**config.mk**
```make
export PLATFORM = sky130hd
export DESIGN_NAME = wave_shaper
export DESIGN_NICKNAME = d
export VERILOG_FILES = /design/src/rtl/wave_pkg.sv /design/src/rtl/wave_shape.sv /design/src/rtl/wave_shaper.sv
export SDC_FILE = /design/constraint.sdc
export NUM_CORES = 1
export LEC_CHECK = 0
export BUFFER_PORTS_ARGS = -buffer_cell sky130_fd_sc_hd__buf_2
export CORE_MARGIN = 2
export CORE_UTILIZATION = 50
export CTS_CLUSTER_DIAMETER = 120
export DETAILED_ROUTE_END_ITERATION = 12
export MAX_ROUTING_LAYER = met4
export PLACE_DENSITY_LB_ADDON = 0.1
export SYNTH_ARGS = -nofsm -noshare
export SYNTH_HDL_FRONTEND = slang
export SYNTH_SLANG_ARGS = --single-unit
```
**constraint.sdc**
```tcl
create_clock -name ref_clk -period 5.87 [get_ports ref_clk]
set_input_delay 1.4675 -clock ref_clk [delete_from_list [all_inputs] [get_ports ref_clk]]
set_output_delay 1.4675 -clock ref_clk [all_outputs]
set_load 0.05 [all_outputs]
```
**src/rtl/wave_pkg.sv**
```systemverilog
// wave_pkg: shared constants for the wave_shaper sample generator.
// Provides the wave-select encodings and the default sample/phase widths.
package wave_pkg;
    localparam int DEF_DATA_W  = 8;
    localparam int DEF_PHASE_W = 9;

    localparam logic [1:0] WAVE_SQUARE = 2'd0;
    localparam logic [1:0] WAVE_SAW    = 2'd1;
    localparam logic [1:0] WAVE_TRI    = 2'd2;
    localparam logic [1:0] WAVE_OFF    = 2'd3;
endpackage

```
**src/rtl/wave_shape.sv**
```systemverilog
// wave_shape: combinational phase-to-sample shaper.
// Ports: phase (PHASE_W) accumulator value, sel (2) waveform select,
//        duty (DATA_W) square threshold, sample (DATA_W) shaped output word.
module wave_shape
    import wave_pkg::*;
#(
    parameter int DATA_W  = DEF_DATA_W,
    parameter int PHASE_W = DEF_PHASE_W
) (
    input  logic [PHASE_W-1:0] phase,
    input  logic [1:0]         sel,
    input  logic [DATA_W-1:0]  duty,
    output logic [DATA_W-1:0]  sample
);
    logic [DATA_W-1:0] w_hi;
    logic [DATA_W-1:0] w_lo;

    assign w_hi = phase[PHASE_W-1 -: DATA_W];
    // One bit finer than w_hi so the triangle ramps up and down within one period.
    assign w_lo = phase[PHASE_W-2 -: DATA_W];

    always_comb begin
        sample = (sel == WAVE_SQUARE) ? {DATA_W{w_hi < duty}} :
                 (sel == WAVE_SAW)    ? w_hi :
                 (sel == WAVE_TRI)    ? (phase[PHASE_W-1] ? ~w_lo : w_lo) :
                                        DATA_W'(1) << (DATA_W-1);
    end
endmodule

```
**src/rtl/wave_shaper.sv**
```systemverilog
// wave_shaper: divider-strobed phase accumulator producing square/saw/triangle samples.
// Ports: ref_clk clock, rst sync active-high reset, tick_in divider output (rising edge = step),
//        enable run/freeze, wave_sel waveform, duty square threshold,
//        sample output word, sample_valid update pulse, period_start phase-0 pulse.
module wave_shaper
    import wave_pkg::*;
#(
    parameter int DATA_W  = DEF_DATA_W,
    parameter int PHASE_W = DEF_PHASE_W
) (
    input  logic              ref_clk,
    input  logic              rst,
    input  logic              tick_in,
    input  logic              enable,
    input  logic [1:0]        wave_sel,
    input  logic [DATA_W-1:0] duty,
    output logic [DATA_W-1:0] sample,
    output logic              sample_valid,
    output logic              period_start
);
    logic               r_tick_d;
    logic               r_step_d;
    logic [PHASE_W-1:0] r_phase;
    logic [1:0]         r_sel;
    logic [DATA_W-1:0]  r_duty;

    logic               w_step;
    logic               w_upd;
    logic [PHASE_W-1:0] w_phase_nxt;
    logic [DATA_W-1:0]  w_shape;

    assign w_step      = tick_in & ~r_tick_d & enable;
    assign w_upd       = r_step_d & enable;
    assign w_phase_nxt = r_phase + 1'b1;

    wave_shape #(.DATA_W(DATA_W), .PHASE_W(PHASE_W)) u_shape (
        .phase  (r_phase),
        .sel    (r_sel),
        .duty   (r_duty),
        .sample (w_shape)
    );

    always_ff @(posedge ref_clk) begin
        if (rst) begin
            r_tick_d     <= 1'b0;
            r_step_d     <= 1'b0;
            r_phase      <= '0;
            r_sel        <= wave_sel;
            r_duty       <= duty;
            sample       <= '0;
            sample_valid <= 1'b0;
            period_start <= 1'b0;
        end else begin
            // Edge history tracks tick_in even when frozen, so a held tick never counts on enable.
            r_tick_d     <= tick_in;
            r_step_d     <= w_step;
            if (w_step) begin
                r_phase <= w_phase_nxt;
                // Config is only adopted at a period boundary so waveforms never glitch.
                if (w_phase_nxt == '0) begin
                    r_sel  <= wave_sel;
                    r_duty <= duty;
                end
            end
            if (w_upd)
                sample <= w_shape;
            sample_valid <= w_upd;
            period_start <= w_upd && (r_phase == '0);
        end
    end
endmodule

```
==> out/qor.yml <==
cp-start-kind: "input pin"
drtIter0Drc: 64
vias: 1208
fin_crit_ns: 2.86
netlist_area_um2: 1660
grt_pass1_wl_um: 4650
antenna_found_initial: 0
multiInputGateArea_um2: 811
p_clk_share_pct: 36.9
setup_viol: 0
core_um2: 3100
netSwitchingPower_w: 0.000102
p_sw_share_pct: 23.5
r2r_cells: 4
grt_overflow_total: 0
vias_per_cell: 5.47
p_leak_nw: 0.823
nNetsFinal: 200
slowest_delay_ns: 0.76
layout-drive-gt1-share_pct: 20.9
areaGrowthSynthToFinish_pct: 8.87
finalHoldViolations: 0
setup_tns_ns: 0
cts_max_path_buffers: 2
grt_usage_pct: 18.1
layout_commonest_cell: "buf_2"
ir_drop_mv: 0.182
slew_headroom_pct: 35.6
clock.fmax_ghz: 0.350
dr.pass1.iters: 4
seq_area_frac_synth_pct: 43.3
drt_wl_total_um: 3040
ff_latch_area_um2: 721
clk_pin_slew_ns: 0.09
cts_htree_levels: 2
crit_end: "r_duty[2]"
fill_cells: 293
avgSynthCellArea_um2: 10.5
worst_pin_slew_ns: 0.965
dieArea_um2: 3810
clk_latency_ns: 0.34
slew_violations: 0
critPathArrivalTime_ns: 2.82
crit_start: "enable"
syn_nets: 182
cp_slowest_cell: "a21oi_1"
status: "completed"
design_area_um2: 1810
post-route-period-util_pct: 48.7
synthArstFlopShare_pct: 0
power.density_nw_per_um2: 239
worst-path-stages: 4
reg2reg_from: "r_phase[1]"
synthTopCellsByArea: "dfxtp_1 (25%), edfxtp_1 (18%), ha_1 (7.5%)"
clock_sinks: 31
yosysUniqueCellTypes: 42
cts-resized-gates: 0
crit_required_ns: 5.83
numCtsBuffers: 5
ctsHoldBuffers: 0
synth_top_area_share_pct: 25.3
antenna_cells: 0
cts_tree: "done"
yosysTopAreaCell: "dfxtp_1"
pwr-share-seq_pct: 54.2
layout_common_cells: "buf_2 (23), dfxtp_1 (21), nor2_1 (19)"
regToRegSetupSlack_ns: 3.43
hp-class: "reg -> reg"
rsz0062_at_grt: "false"
place_area_um2: 1740
wl_per_cell_um: 13.7
postRouteAntennaNets: 0
start_util_pct: 53.6
cts_root_buf: "clkbuf_4"
grt_max_degree: 24
worst_r2r_endpoint: "r_duty[2]"
synth_edf_count: 10
critPathKind: "in -> reg"
path_buf_inv: 1
crit_path_end_kind: "register"
ys_warn_count: 0
dieWidth_um: 61.7
gp_congestion: 0.890
synthCells: 158
path_max_fanout: 10
ios: 24
skew_ns: 0.0142
numPortBuffers: 23
dp_hpwl_um: 2250
cpLargestDelayFamily: "compound AO/OA/AOI/OAI gates"
synth-main-ff-cell: "dfxtp_1"
die_h_um: 61.7
crit_chain: "buf_2 > and3b_1 > a41oi_1 > a21oi_1"
grt_pass1_vias: 993
drcViolationCount: 0
post-cts-setup-buffer-count: 0
core.rowCount: 20
intPower_w: 0.000331
combinationalPowerShare_pct: 8.9
drv_cap: 0
synth-seq-cells: 31
## state kept, by name, summed over array words and instances (netlist names)
name and cells:
period_start 1, r_duty 8, r_phase 9, r_sel 2, r_step_d 1, r_tick_d 1
sample 8, sample_valid 1
## Yosys cell counts (2+ instances only)
cell type,count
inv_1,9
o21a_1,2
nor2b_1,3
xor2_1,13
nand2_1,5
clkbuf_8,3
a221oi_1,7
and2_2,2
nor3_1,2
nand4_1,6
o31ai_1,7
a21oi_1,3
buf_6,2
xnor2_1,2
a211o_1,2
clkbuf_2,2
dfxtp_1,21
buf_2,2
edfxtp_1,10
a21boi_0,2
ha_1,10
nor2_1,19
and3b_1,2
nand3_1,3
clkbuf_1,2
## cell families (layout without fill, tap and decap cells)
group | count (synthesis) | count (layout) | share of synthesized area [%]
AO/OA/AOI/OAI | 30 | 30 | 16.1
flip-flops | 31 | 31 | 43.3
XOR/XNOR | 15 | 15 | 7.89
AND/OR/NAND/NOR | 50 | 50 | 16.6
multiplexers | 1 | 1 | 0.602
adder cells (fa/ha/maj) | 10 | 10 | 7.52
buffers and inverters | 21 | 40 | 7.97
## worst min path at each step
stage	endpoint	slack, ns	cells after the start	start
after floorplan	sample_valid	0.50	1	r_step_d
after global placement	sample[2]	0.50	2	sample[2]
after detailed placement	sample[4]	0.50	2	sample[4]
after CTS	sample[6]	0.52	2	sample[6]
after global routing	sample[1]	0.55	2	sample[1]
final	sample[4]	0.51	2	sample[4]
## final cells by class
cell class,instances,share of cell area (%)
timing repair buffer,23,6.35
clock buffer,5,2.07
tap,44,3.04
multi-input combinational,106,44.8
sequential,31,39.8
inverter,9,1.86
clock inverter,3,2.14
## metal layers
| layer | wire length, um | part of all wire (%) | GRT usage [%] |
|---|---|---|---|
| met5 | 0 | 0 | - |
| met2 | 1500 | 49 | 27.7 |
| met1 | 1380 | 45 | 21.9 |
| met4 | 48 | 1.6 | 7.90 |
| met3 | 114 | 3.8 | 5.59 |
## per-stage QoR
step	total power, W	utilization [%]	setup WS [ns]	std cells	hold WS, ns
floorplan	0.000268	-	3.06	158	0.502
global placement	0.000277	55.9	2.71	213	0.502
detailed placement	0.000278	55.9	2.58	213	0.504
CTS	0.000440	58.4	2.95	221	0.519
global route	0.000452	58.4	2.87	221	0.553
finish	0.000433	58.4	3.01	221	0.512
## tightest hold or removal path, stage by stage (launching register included)
cell,delay [ns]
dfxtp_1,0.32
nor2_1,0.09
o31ai_1,0.06
## power by group through the flow
stage               registers (W)   logic, W  clock network, W
detailed placement       0.000240  0.0000387                 0
finish                   0.000234  0.0000385          0.000160
floorplan                0.000246  0.0000217                 0
global placement         0.000239  0.0000374                 0
global route             0.000236  0.0000421          0.000174
CTS                      0.000235  0.0000388          0.000166
Note: power is estimated with default switching activity, not from simulation.
